**config.mk**
```make
export PLATFORM = sky130hd
export DESIGN_NAME = bus_decoder_fsm
export DESIGN_NICKNAME = d
export VERILOG_FILES = /design/src/rtl/bus_decoder_fsm.sv
export SDC_FILE = /design/constraint.sdc
export NUM_CORES = 1
export LEC_CHECK = 0
export ABC_AREA = 0
export CAP_MARGIN = 40
export CORE_MARGIN = 2
export CORE_UTILIZATION = 30
export DETAILED_ROUTE_END_ITERATION = 10
export GPL_TIMING_DRIVEN = 0
export PLACE_DENSITY = 0.74
export SYNTH_ARGS = -nofsm -noshare
export SYNTH_HDL_FRONTEND = slang
export SYNTH_SLANG_ARGS = --single-unit
```
**constraint.sdc**
```tcl
create_clock -name clk -period 1.6 [get_ports clk]
set_clock_uncertainty 0.1 [all_clocks]
set_input_delay 0.16 -clock clk [delete_from_list [all_inputs] [get_ports clk]]
set_output_delay 0.16 -clock clk [all_outputs]
set_load 0.005 [all_outputs]
```
**src/rtl/bus_decoder_fsm.sv**
```systemverilog
`default_nettype none
// ============================================================================
// Module      : bus_decoder_fsm
// Description : Address decoder / req-ready sequencer between the core data
//               port and N_SLV slaves. Optional hung-slave timeout is enabled
//               by defining BUS_TIMEOUT_EN.
// Revision    : 1.0 - initial release
// ============================================================================
module bus_decoder_fsm #(
    parameter int                      ADDR_W  = 32,
    parameter int                      DATA_W  = 32,
    parameter int                      N_SLV   = 5,
    parameter logic [N_SLV*ADDR_W-1:0] BASE    = {32'h8, 32'h3, 32'h2, 32'h1, 32'h0},
    parameter logic [N_SLV*ADDR_W-1:0] LIMIT   = {32'hFFFFFFFF, 32'h7, 32'h2, 32'h1, 32'h0},
    parameter int                      TIMEOUT = 16
) (
    input  logic                    clk,
    input  logic                    rst_n,
    input  logic                    m_req,
    input  logic                    m_we,
    input  logic [ADDR_W-1:0]       m_addr,
    input  logic [DATA_W-1:0]       m_wdata,
    output logic                    m_ready,
    output logic                    m_err,
    output logic [DATA_W-1:0]       m_rdata,
    output logic [N_SLV-1:0]        s_cs,
    output logic                    s_we,
    output logic [ADDR_W-1:0]       s_addr,
    output logic [DATA_W-1:0]       s_wdata,
    input  logic [N_SLV-1:0]        s_ready,
    input  logic [N_SLV*DATA_W-1:0] s_rdata
);

    typedef enum logic [1:0] {
        ST_IDLE   = 2'd0,
        ST_ACCESS = 2'd1,
        ST_RESP   = 2'd2
    } state_t;

    state_t              r_state;
    logic [N_SLV-1:0]    w_match;
    logic [N_SLV-1:0]    w_dec_cs;
    logic                w_dec_hit;
    logic                w_sel_ready;
    logic [DATA_W-1:0]   w_sel_rdata;

    if (N_SLV < 1 || N_SLV > 16 || TIMEOUT < 1) begin : g_bad_params
        $error("bus_decoder_fsm: N_SLV must be 1..16 and TIMEOUT >= 1");
    end

    for (genvar gi = 0; gi < N_SLV; gi++) begin : g_match
        assign w_match[gi] = (m_addr >= BASE[gi*ADDR_W +: ADDR_W]) &&
                             (m_addr <= LIMIT[gi*ADDR_W +: ADDR_W]);
    end

    // Isolating the lowest set bit gives lowest-index priority on overlaps.
    assign w_dec_cs    = w_match & (~w_match + N_SLV'(1));
    assign w_dec_hit   = |w_match;
    assign w_sel_ready = |(s_ready & s_cs);

    always_comb begin
        w_sel_rdata = '0;
        for (int i = 0; i < N_SLV; i++) begin
            if (s_cs[i]) begin
                w_sel_rdata = w_sel_rdata | s_rdata[i*DATA_W +: DATA_W];
            end
        end
    end

`ifdef BUS_TIMEOUT_EN
    localparam int                c_CNT_W   = $clog2(TIMEOUT + 1);
    localparam logic [c_CNT_W-1:0] c_CNT_MAX = c_CNT_W'(TIMEOUT);
    localparam logic [c_CNT_W-1:0] c_CNT_END = c_CNT_W'(TIMEOUT - 1);

    logic [c_CNT_W-1:0] r_wait_cnt;
    logic               w_timeout;

    // The counter would reach TIMEOUT on this edge.
    assign w_timeout = (r_wait_cnt >= c_CNT_END);
`endif

    always_ff @(posedge clk or negedge rst_n) begin
        if (!rst_n) begin
            r_state <= ST_IDLE;
            m_ready <= 1'b0;
            m_err   <= 1'b0;
            m_rdata <= '0;
            s_cs    <= '0;
            s_we    <= 1'b0;
            s_addr  <= '0;
            s_wdata <= '0;
`ifdef BUS_TIMEOUT_EN
            r_wait_cnt <= '0;
`endif
        end else begin
            m_ready <= 1'b0;
            m_err   <= 1'b0;
            case (r_state)
                ST_IDLE: begin
                    if (m_req) begin
                        if (w_dec_hit) begin
                            s_we    <= m_we;
                            s_addr  <= m_addr;
                            s_wdata <= m_wdata;
                            s_cs    <= w_dec_cs;
                            r_state <= ST_ACCESS;
`ifdef BUS_TIMEOUT_EN
                            r_wait_cnt <= '0;
`endif
                        end else begin
                            m_ready <= 1'b1;
                            m_err   <= 1'b1;
                            m_rdata <= '0;
                            r_state <= ST_RESP;
                        end
                    end
                end
                ST_ACCESS: begin
                    if (w_sel_ready) begin
                        m_ready <= 1'b1;
                        m_rdata <= s_we ? '0 : w_sel_rdata;
                        s_cs    <= '0;
                        r_state <= ST_RESP;
                    end
`ifdef BUS_TIMEOUT_EN
                    else if (w_timeout) begin
                        m_ready <= 1'b1;
                        m_err   <= 1'b1;
                        m_rdata <= '0;
                        s_cs    <= '0;
                        r_state <= ST_RESP;
                    end else if (r_wait_cnt != c_CNT_MAX) begin
                        r_wait_cnt <= r_wait_cnt + c_CNT_W'(1);
                    end
`endif
                end
                ST_RESP: begin
                    r_state <= ST_IDLE;
                end
                default: begin
                    r_state <= ST_IDLE;
                end
            endcase
        end
    end

endmodule
`default_nettype wire

```
Word-level counts from Yosys, hierarchy flattened
Cells that the tools add are included.
- flip-flop bits (word level): 106
- bits of input ports: 233
- output and inout bits: 104
- word-level logic and storage cells: 67
- add/subtract/negate cells: 1
- order comparisons: 10
- eq/ne operators: 5
- mux-type cells: 23
- bitwise operators: 7
- reduce and logical (&&, ||, !) cells: 13
- operators by type and width (kind ; number):
    $mux 32 ; 9
    $or 32x32->32 ; 4
    $ge 32x1->1 const B ; 2
    $ge 32x2->1 const B ; 2
    $le 32x1->1 const B ; 2
    $pmux 32 s2 ; 1
    $ge 32x4->1 const B ; 1
    $le 32x2->1 const B ; 1
    $le 32x3->1 const B ; 1
    $le 32x32->1 const B ; 1
    $mux 5 ; 3
    $and 5x5->5 ; 2
    $pmux 5 s2 ; 1
    $reduce_or 5->1 ; 2
    $ne 2x2->1 const B ; 4
    $reduce_and 4->1 ; 2
    $mux 2 ; 3
    $add 5x1->5 const B ; 1
    $logic_and 1x1->1 ; 5
    $not 5->5 ; 1
    $mux 1 ; 4
    $pmux 2 s2 ; 1
    $reduce_and 3->1 ; 1
    $eq 2x1->1 const B ; 1
    4 further kinds ; 4

Depth between registers and ports, before layout
Gate-level depths: netlist (run 1).
- depth in word-level cells: 12
- mapped depth: 7
- mapped depth without buffers: 4

Worst setup path before layout (run 1)
Ideal clock, no wire load.
- path kind: flip-flop to flip-flop
- from: reg s_cs[2]
- to: reg m_rdata[10]
- library setup time: 0.125 ns
- data arrival time: 1.432 ns
- data required time: 1.375 ns
- setup slack: -0.057 ns
- stages on the path, launching flop included: 7
- buffers on the path: 3
- period minus slack after synthesis: 1.657 ns
- cell sequence: dfrtp_1 > buf_2 > a22oi_4 > a41oi_2 > buf_6 > buf_6 > mux2_4
- cells in the longest elaborated chain, start to end: 8
- elaborated cells on any way between the ends: 12
- those cells by class: 1 x eq/ne; 6 x mux; 3 x bitwise; 2 x reduce/logical
- RTL lines (item ; RTL line ; RTL):
    start: declaration ; 26 ; output logic [N_SLV-1:0] s_cs,
    start signal: assignment ; 105 ; s_cs <= w_dec_cs;
    $mux 32 ; 64 ; if (s_cs[i]) begin
    $or 32x32->32 ; 65 ; w_sel_rdata = w_sel_rdata | s_rdata[i*DATA_W +: DATA_W];
    $mux 32 ; 64 ;
    $or 32x32->32 ; 65 ;
    $mux 32 ; 64 ;
    $mux 32 ; 121 ; m_rdata <= s_we ? '0 : w_sel_rdata;
    $mux 32 ; 119 ; if (w_sel_ready) begin
    $pmux 32 s2 ; 98 ; case (r_state)
    end signal: assignment ; 121 ;
    end: declaration ; 25 ; output logic [DATA_W-1:0] m_rdata,
Several ways; a longest one is shown, not always the timed one. The select of a mux whose other input is x is not followed.
A chain may end at the register's enable or synchronous reset.

Worst setup path after layout (run 1)
- from: reg s_cs[0]
- to: reg m_rdata[21]
- cells in the longest elaborated chain, start to end: 12
- elaborated cells on any way between the ends: 16
- those cells by class: 1 x eq/ne; 8 x mux; 5 x bitwise; 2 x reduce/logical
- RTL lines (item ; RTL line):
    $mux 32 ; 64
    $or 32x32->32 ; 65
    $mux 32 ; 64
    $or 32x32->32 ; 65
    $mux 32 ; 64
    $or 32x32->32 ; 65
    $mux 32 ; 64
    $or 32x32->32 ; 65
    $mux 32 ; 64
    $mux 32 ; 121
    $mux 32 ; 119
    $pmux 32 s2 ; 98
Several ways; a longest one is shown, not always the timed one. The select of a mux whose other input is x is not followed.

==> impl_metrics.json, run 1 <==
{
  "status": "finished with violations",
  "violations": "negative setup slack",
  "synth_most_common_cell": "nand2_1",
  "grt_pass1_wl_um": 30900,
  "ir_drop_mv": 0.431,
  "arrival_ns": 1.94,
  "synth_edf_count": 0,
  "fillers": 1471,
  "worst_slew_pin_slew_ns": 0.733,
  "die_w_um": 133,
  "worstReg2RegStart": "s_cs[0]",
  "dr.pass1.iters": 8,
  "finalHoldWorstSlack_ns": 0.0287,
  "synth_area_mm2": 0.00500,
  "clockBufferDepth": 2,
  "hp-class": "primary input to register",
  "p_leak_nw": 4.19,
  "overflow": 0,
  "ys_ff_latch": 106,
  "cp_max_fo": 6,
  "cts_root_buffer": "clkbuf_16",
  "layout-drive-gt1-share": 0.126,
  "p_per_area_mw_per_mm2": 605,
  "initialDrtViolationCount": 315,
  "hpwl_um": 15700,
  "area_delta_synth_final_pct": 87.4,
  "track_usage": 0.226,
  "setup_violations": 36,
  "syn-num-nets": 746,
  "path_class": "register to register",
  "tns_ns": -4.94,
  "drc": 0,
  "cts.sinks": 106,
  "vias_per_cell": 4.97,
  "postSynthAreaPerCell_um2": 9.74,
  "io_pins": 337,
  "num_vias": 5474,
  "yosysSeqAreaShare": 0.531,
  "drtAntennaViolNets": 0,
  "worstSetupStartpointType": "register",
  "grt_max_degree": 56,
  "ys_warn_count": 0,
  "holdPathStages": 3,
  "fmax_mhz": 557,
  "cts_buffers": 9,
  "synth_ff_type": "dfrtp_1",
  "synthArstFlopShare": 1.00,
  "maxCapViolCount": 0,
  "finalWirelength_um": 20700,
  "clock_latency_ns": 0.35,
  "cp-end-kind": "register",
  "hold_viol": 0,
  "cts_tree": "yes",
  "period_needed_ns": 1.80,
  "synth_commonest_cells": "201 x nand2_1, 106 x dfrtp_1, 33 x a21oi_1, 32 x a222oi_1, 32 x a22oi_1",
  "nets": 1109,
  "r2r-end": "m_rdata[21]",
  "htree_levels": 3,
  "relSlewSlack": 0.511,
  "postLayoutCellArea_mm2": 0.00936,
  "grt_pass1_vias": 5516,
  "clk_pin_slew_worst_paths_ns": 0.07,
  "synth.distinct_cells": 30,
  "dieHeight_um": 133,
  "fin_ws_ns": -0.196,
  "core_area_mm2": 0.0164,
  "routabilityCongestion": 0.911,
  "synthTopCellsByArea": "dfrtp_1 53%, nand2_1 15%, a222oi_1 6.4%",
  "slew_viol_final": 0,
  "synthCells": 513,
  "hold_end": "s_addr[28]",
  "period_share": 1.12,
  "rsz0062_at_grt": "true",
  "cp-startpoint": "s_cs[0]",
  "initial_core_util": 0.305,
  "grt_antenna_before_repair": 2,
  "post-synth-top-area-fraction": 0.531,
  "routedWlPerCell_um": 18.8,
  "die_area_mm2": 0.0177,
  "r2r_cells": 5,
  "numPortBuffers": 336,
  "cp.required_ns": 1.75,
  "core.rowCount": 47,
  "reg2reg_setup_slack_ns": -0.20,
  "synth_top_area_cell": "dfrtp_1",
  "place_area_mm2": 0.00868,
  "worstHoldStart": "m_addr[28]"
}
cell families after synthesis:
logic type | count (synthesis) | synth area share
multiplexers | 32 | 0.0826
buffers and inverters | 43 | 0.0403
flip-flops | 106 | 0.531
AO/OA/AOI/OAI | 106 | 0.163
other | 1 | 0.000751
AND/OR/NAND/NOR | 225 | 0.182
metrics by stage:
step                utilization  power [W]  setup slack [ns]  std cells
CTS                       0.564    0.00573            -0.158       1097
global placement          0.527    0.00340             -3.99       1069
finish                    0.571    0.00567            -0.196       1102
global route              0.571    0.00586            -0.218       1102
floorplan                     -    0.00274           -0.0272        513
detailed placement        0.529    0.00341            -0.549       1070
placed cells by master, fill, tap and decap left out, drive strengths merged, types with 3 or more instances in the layout:
| cell type | n |
|---|---|
| nor4 | 6 |
| mux2 | 32 |
| clkinv | 4 |
| nand2 | 201 |
| dlymetal6s2s | 3 |
| a22oi | 33 |
| buf | 29 |
| clkdlybuf4s50 | 330 |
| nand4 | 3 |
| a21oi | 33 |
| dfrtp | 106 |
| clkbuf | 40 |
| a222oi | 32 |
| nor2 | 3 |
area by class of cell:
type | instances | area, um2 | share of cell area
Sequential cell | 106 | 2650 | 0.283
Antenna cell | 2 | 5.00 | 0.000535
Multi-Input combinational cell | 364 | 2200 | 0.235
Clock inverter | 6 | 80.1 | 0.00856
Timing Repair Buffer | 354 | 3570 | 0.381
Buffer | 41 | 349 | 0.0373
Tap cell | 220 | 275 | 0.0294
Clock buffer | 9 | 225 | 0.0241
flip-flops by register name, summed over array words and instances (netlist names):
register	cells
m_rdata	32
s_addr	32
s_wdata	32
s_cs	5
r_state	2
m_err	1
m_ready	1
s_we	1
report_power, final:
part,internal [W],switching (W)
sequential,0.00268,0.000000317
combinational,0.000511,0.000177
clock,0.00123,0.00107
total,0.00442,0.00125
critical path, cell delays in order, from the launching register on:
cell and delay, ns:
dfrtp_1 0.40, buf_6 0.16, buf_6 0.13, a222oi_1 0.46, a21oi_1 0.15, mux2_2 0.28
routing by layer:
metal,wire [um],global-route usage,vias to the layer above
li1,-,-,2552
met1,7990,0.263,2593
met5,0,0,-
met2,10300,0.382,290
met3,1790,0.0667,39
met4,665,0.108,0
how the worst max path moves through the flow:
stage / end / slack (ns)
after floorplan: m_rdata[10] / -0.03
after global placement: m_rdata[9] / -3.99
after detailed placement: s_cs[3] / -0.55
after CTS: m_rdata[8] / -0.16
after global routing: m_rdata[30] / -0.22
final: m_rdata[21] / -0.20
repair_timing:
action                                 4_1_cts  5_1_grt
hold buffers                                 1        0
setup endpoints to repair                  102       38
buffers inserted                            11        1
gates cloned                                 2        2
endpoints found under the hold margin       51        0
pin swaps                                   14       17
gates resized for setup                     52       15
No activity file was read; power rests on OpenSTA's default activity.
==> inputs of run 2 (changes only) <==
--- a/config.mk
+++ b/config.mk
@@ -10,8 +10,7 @@
 export CORE_MARGIN = 2
 export CORE_UTILIZATION = 30
 export DETAILED_ROUTE_END_ITERATION = 10
-export GPL_TIMING_DRIVEN = 0
-export PLACE_DENSITY = 0.74
+export PLACE_DENSITY = 0.72
 export SYNTH_ARGS = -nofsm -noshare
 export SYNTH_HDL_FRONTEND = slang
 export SYNTH_SLANG_ARGS = --single-unit
==> constraint.sdc (replaced) <==
create_clock -name clk -period 2.07 [get_ports clk]
set_clock_uncertainty 0.1 [all_clocks]
set_input_delay 0.207 -clock clk [delete_from_list [all_inputs] [get_ports clk]]
set_output_delay 0.207 -clock clk [all_outputs]
set_load 0.005 [all_outputs]
==> run 2 against run 1 <==
  * The flow now finishes without violations
  * Non-clock buffer count decreased by 39
  * Sequential power shrank 23%
  * Sequential share of layout area up 1.2 points
  * Critical endpoint is now s_cs[2]
  * Largest cell class unchanged
==> impl_metrics.json, run 2 (synthesized netlist as in run 1, its figures left out) <==
{
  "cp_top_family": "buffers and inverters",
  "core_area_mm2": 0.0164,
  "clockBufferDepth": 2,
  "nets": 1070,
  "pre_cts_ws_ns": 0.0615,
  "hold_viol": 0,
  "p_leak_nw": 3.95,
  "layout_common_cells": "335 x clkdlybuf4s50_1, 200 x nand2_1, 106 x dfrtp_1, 33 x a21oi_1",
  "path_class": "register to primary output",
  "worst_slew_pin_slew_ns": 0.643,
  "area_delta_synth_final_pct": 79.8,
  "layout-drive-gt1-share": 0.0903,
  "cp_max_fo": 22,
  "slew_viol_final": 0,
  "path_buf_inv": 2,
  "die_area_mm2": 0.0177,
  "power_frac_clock": 0.410,
  "grtUsageMet1": 0.267,
  "reg_top3": "m_rdata: 32 flops, s_addr: 32 flops, s_wdata: 32 flops",
  "cts_buffers": 9,
  "routedWlPerCell_um": 18.1,
  "die_w_um": 133,
  "worstSetupStartpointType": "register",
  "arrival_ns": 1.66,
  "routabilityCongestion": 0.824,
  "period_needed_ns": 1.97,
  "grt_pass1_vias": 5340,
  "rsz0062_at_grt": "false",
  "critPathMaxStageDelay_ns": 0.56,
  "vias_per_cell": 4.92,
  "swShare": 0.215,
  "p_seq_frac": 0.471,
  "grt_pass1_wl_um": 29500,
  "maxCapViolCount": 0,
  "num_vias": 5237,
  "io_pins": 337,
  "status": "finished, final reports clean",
  "track_usage": 0.216,
  "relSlewSlack": 0.572,
  "cts_tree": "yes",
  "ir_drop_mv": 0.362,
  "busiest_layer": "met2",
  "cp.required_ns": 1.76,
  "cts_root_buffer": "clkbuf_16",
  "clock_latency_ns": 0.35,
  "grt_max_degree": 60,
  "cts.sinks": 106,
  "cp-end-kind": "primary output",
  "tns_ns": 0,
  "htree_levels": 3,
  "setup_violations": 0,
  "drc": 0,
  "worst_path_max_delay_cell": "clkdlybuf4s50_1",
  "dieHeight_um": 133,
  "period_share": 0.950,
  "netSwitchingPower_w": 0.000942,
  "hpwl_um": 14500,
  "fin_ws_ns": 0.104,
  "final_common_cell": "clkdlybuf4s50_1",
  "initial_core_util": 0.305,
  "hp-class": "primary input to register",
  "post-cts-setup-buffers": 0,
  "grt_antenna_before_repair": 3,
  "reg2reg_setup_slack_ns": 0.25,
  "finalWirelength_um": 19300,
  "overflow": 0,
  "p_per_area_mw_per_mm2": 489,
  "intPower_w": 0.00345,
  "combPwrFrac": 0.119,
  "use_met3": 0.0529,
  "numPortBuffers": 336,
  "postLayoutCellArea_mm2": 0.00898,
  "fmax_mhz": 509,
  "dr.pass1.iters": 7,
  "met2_usage": 0.358,
  "fillers": 1471,
  "place_area_mm2": 0.00865,
  "core.rowCount": 47,
  "crit_chain": "buf_4, clkdlybuf4s50_1",
  "initialDrtViolationCount": 250,
  "drtAntennaViolNets": 0,
  "clk_pin_slew_worst_paths_ns": 0.07
}
run 2: cell types whose count changed in the layout (fill, tap and decap cells not counted), moves of 2 or more:
cell | previous run | this run
clkbuf_4 | 2 | 0
clkbuf_1 | 11 | 0
nand2_2 | 3 | 1
nor4_1 | 3 | 6
nor4_2 | 2 | 0
clkbuf_16 | 13 | 9
buf_12 | 2 | 5
clkdlybuf4s50_1 | 330 | 335
clkbuf_2 | 10 | 0
nand2_1 | 198 | 200
clkbuf_8 | 4 | 1
buf_6 | 9 | 0
buf_2 | 2 | 0
dlymetal6s2s_1 | 3 | 0
run 2: routing by layer:
| metal | share of wire | routed length [um] |
|---|---|---|
| met1 | 0.41 | 7890 |
| met2 | 0.48 | 9330 |
| met3 | 0.081 | 1570 |
| met4 | 0.027 | 523 |
| met5 | 0 | 0 |
run 2: cell type report:
class	count	area [um2]	share of cell area
Clock inverter	6	73.8	0.00822
Multi-Input combinational cell	364	2160	0.240
Timing Repair Buffer	356	3580	0.398
Sequential cell	106	2650	0.295
Clock buffer	10	239	0.0266
Tap cell	220	275	0.0306
Antenna cell	3	7.51	0.000836
run 2: final timing paths:
path / endpoint / from / cells after the start
max reg2reg: m_rdata[24] / s_cs[1] / 5
min reg2reg: s_addr[1] / s_addr[1] / 2
max in group asynchronous: m_rdata[18] / rst_n / 3
min: s_wdata[20] / m_wdata[20] / 3
min in group asynchronous: s_wdata[15] / rst_n / 3
max: s_cs[2] / s_cs[2] / 2
run 2: power groups by stage:
stage / registers, W / clock network (W) / logic [W]
6_report: 0.00207 / 0.00180 / 0.000522
3_5_place_dp: 0.00211 / 0 / 0.000523
2_1_floorplan: 0.00211 / 0 / 0.00000906
3_3_place_gp: 0.00211 / 0 / 0.000519
4_1_cts: 0.00207 / 0.00185 / 0.000528
5_1_grt: 0.00207 / 0.00193 / 0.000558
run 2: repair_timing:
item,CTS,global route
gates resized for setup,0,0
hold endpoints to repair,106,0
hold buffers,1,0
run 2: worst register-to-register path, cell delays in order (launching register included):
cell      delay [ns]
dfrtp_1         0.41
buf_4           0.16
buf_4           0.19
a222oi_1        0.43
a21oi_1         0.13
mux2_2          0.29
run 2: metrics by stage:
| step | hold slack, ns | util | std cells | total power, W |
|---|---|---|---|---|
| final | 0.278 | 0.547 | 1065 | 0.00439 |
| after detailed placement | 0.132 | 0.527 | 1045 | 0.00263 |
| after CTS | 0.261 | 0.547 | 1062 | 0.00445 |
| after global placement | 0.127 | 0.527 | 1045 | 0.00263 |
| after global routing | 0.282 | 0.547 | 1065 | 0.00456 |
| after floorplan | -0.189 | - | 513 | 0.00212 |
==> inputs of run 3 (changes only) <==
--- a/config.mk
+++ b/config.mk
@@ -10,6 +10,7 @@
 export CORE_MARGIN = 2
 export CORE_UTILIZATION = 30
 export DETAILED_ROUTE_END_ITERATION = 10
+export GPL_TIMING_DRIVEN = 0
 export PLACE_DENSITY = 0.72
 export SYNTH_ARGS = -nofsm -noshare
 export SYNTH_HDL_FRONTEND = slang
==> constraint.sdc (replaced) <==
create_clock -name clk -period 2.07 [get_ports clk]
set_clock_uncertainty 0.1 [all_clocks]
set_input_delay 0.414 -clock clk [delete_from_list [all_inputs] [get_ports clk]]
set_output_delay 0.414 -clock clk [all_outputs]
set_load 0.005 [all_outputs]
==> run 3 against run 2 <==
  * Design area decreased by 0.21%
  * Sequential power about the same
  * Wire length up 4.0%
  * Cell count is 2.1% higher
  * Global-route usage increased by 0.70 points
  * Via count is 2.2% higher
  * Die area unchanged
  * Critical endpoint is now m_rdata[30]
==> impl_metrics.json, run 3 (synthesized netlist as in run 1, its figures left out) <==
{
  "relSlewSlack": 0.504,
  "place_area_mm2": 0.00866,
  "worst_slew_pin_slew_ns": 0.744,
  "grt_max_degree": 55,
  "layout-drive-gt1-share": 0.0797,
  "fmax_mhz": 503,
  "worstSetupStartpointType": "register",
  "final_common_cell": "clkdlybuf4s50_1",
  "ir_drop_mv": 0.324,
  "vias_per_cell": 4.92,
  "cts_tree": "yes",
  "dieHeight_um": 133,
  "arrival_ns": 2.12,
  "overflow": 0,
  "period_share": 0.961,
  "hold_viol": 0,
  "clk_pin_slew_worst_paths_ns": 0.08,
  "grt_pass1_vias": 5435,
  "hp-class": "primary input to async pin",
  "nets": 1094,
  "intPower_w": 0.00339,
  "grt_antenna_before_repair": 1,
  "cp-end-kind": "register",
  "reg_top3": "m_rdata: 32 flops, s_addr: 32 flops, s_wdata: 32 flops",
  "track_usage": 0.223,
  "htree_levels": 3,
  "cts_root_buffer": "clkbuf_16",
  "p_seq_frac": 0.477,
  "routedWlPerCell_um": 18.5,
  "pre_cts_ws_ns": -0.245,
  "cts_buffers": 9,
  "cp_max_fo": 10,
  "clockBufferDepth": 2,
  "cts.sinks": 106,
  "drc": 0,
  "io_pins": 337,
  "combPwrFrac": 0.121,
  "p_leak_nw": 3.95,
  "finalWirelength_um": 20100,
  "die_w_um": 133,
  "drtAntennaViolNets": 0,
  "path_class": "register to register",
  "cp.required_ns": 2.20,
  "numPortBuffers": 336,
  "cp-startpoint": "s_cs[3]",
  "num_vias": 5351,
  "initialDrtViolationCount": 329,
  "core_area_mm2": 0.0164,
  "grt_pass1_wl_um": 30400,
  "dr.pass1.iters": 7,
  "fin_ws_ns": 0.0814,
  "slew_viol_final": 0,
  "maxCapViolCount": 0,
  "worstReg2RegStart": "s_cs[3]",
  "routabilityCongestion": 0.856,
  "finalHoldWorstSlack_ns": 0.0261,
  "setup_violations": 0,
  "die_area_mm2": 0.0177,
  "core.rowCount": 47,
  "power_frac_clock": 0.402,
  "post-cts-setup-buffers": 0,
  "netSwitchingPower_w": 0.000947,
  "area_delta_synth_final_pct": 79.4,
  "postLayoutCellArea_mm2": 0.00896,
  "hpwl_um": 15500,
  "initial_core_util": 0.305,
  "swShare": 0.218,
  "clock_latency_ns": 0.35,
  "status": "finished, final reports clean",
  "rsz0062_at_grt": "false",
  "layout_common_cells": "335 x clkdlybuf4s50_1, 201 x nand2_1, 106 x dfrtp_1, 33 x a21oi_1",
  "p_per_area_mw_per_mm2": 484,
  "period_needed_ns": 1.99
}
## run 3: worst max-delay path: stages (launching register included)
cell      delay (ns)
dfrtp_1         0.38
buf_2           0.21
clkbuf_1        0.33
a222oi_1        0.47
a21oi_1         0.11
mux2_2          0.27
## run 3: metal layers
metal,share of wire,wire length (um),track usage
met1,0.40,7970,0.264
met2,0.48,9580,0.377
met3,0.094,1890,0.0686
met4,0.032,645,0.0920
met5,0,0,0
## run 3: through the flow
| step | std cells | utilization | total power, W | TNS (ns) |
|---|---|---|---|---|
| 2_1_floorplan | 513 | - | 0.00212 | 0 |
| 3_3_place_gp | 1069 | 0.526 | 0.00263 | -403.33 |
| 3_5_place_dp | 1070 | 0.528 | 0.00263 | -6.84 |
| 4_1_cts | 1086 | 0.546 | 0.00439 | 0 |
| 5_1_grt | 1087 | 0.546 | 0.00449 | 0 |
| 6_report | 1087 | 0.546 | 0.00434 | 0 |
## run 3: repair_timing
item,in CTS,in global routing
resized for setup,0,2
hold buffers,0,0
endpoints found under the setup margin,0,4
## run 3: worst paths after layout
path	slack, ns	cells past startpoint	endpoint
setup / recovery	0.08	5	m_rdata[30]
hold / removal	0.03	1	s_wdata[6]
setup reg to reg	0.08	5	m_rdata[30]
hold reg to reg	0.38	2	s_addr[11]
max in group asynchronous	1.11	2	m_rdata[5]
min in group clk	0.38	2	s_addr[11]
## run 3: area by class of cell
type	count	area, um2
tap	220	275
antenna	1	2.50
multi-input combinational	364	2140
clock buffer	12	267
fill	1499	7440
sequential	106	2650
buffer	43	203
timing repair buffer	337	3390
clock inverter	4	32.5
## run 3: power by group through the flow
stage | Combinational (W) | Clock, W | Sequential (W)
after floorplan | 0.00000906 | 0 | 0.00211
after global placement | 0.000514 | 0 | 0.00211
after detailed placement | 0.000521 | 0 | 0.00211
after CTS | 0.000526 | 0.00180 | 0.00207
after global routing | 0.000556 | 0.00186 | 0.00207
final | 0.000523 | 0.00175 | 0.00207
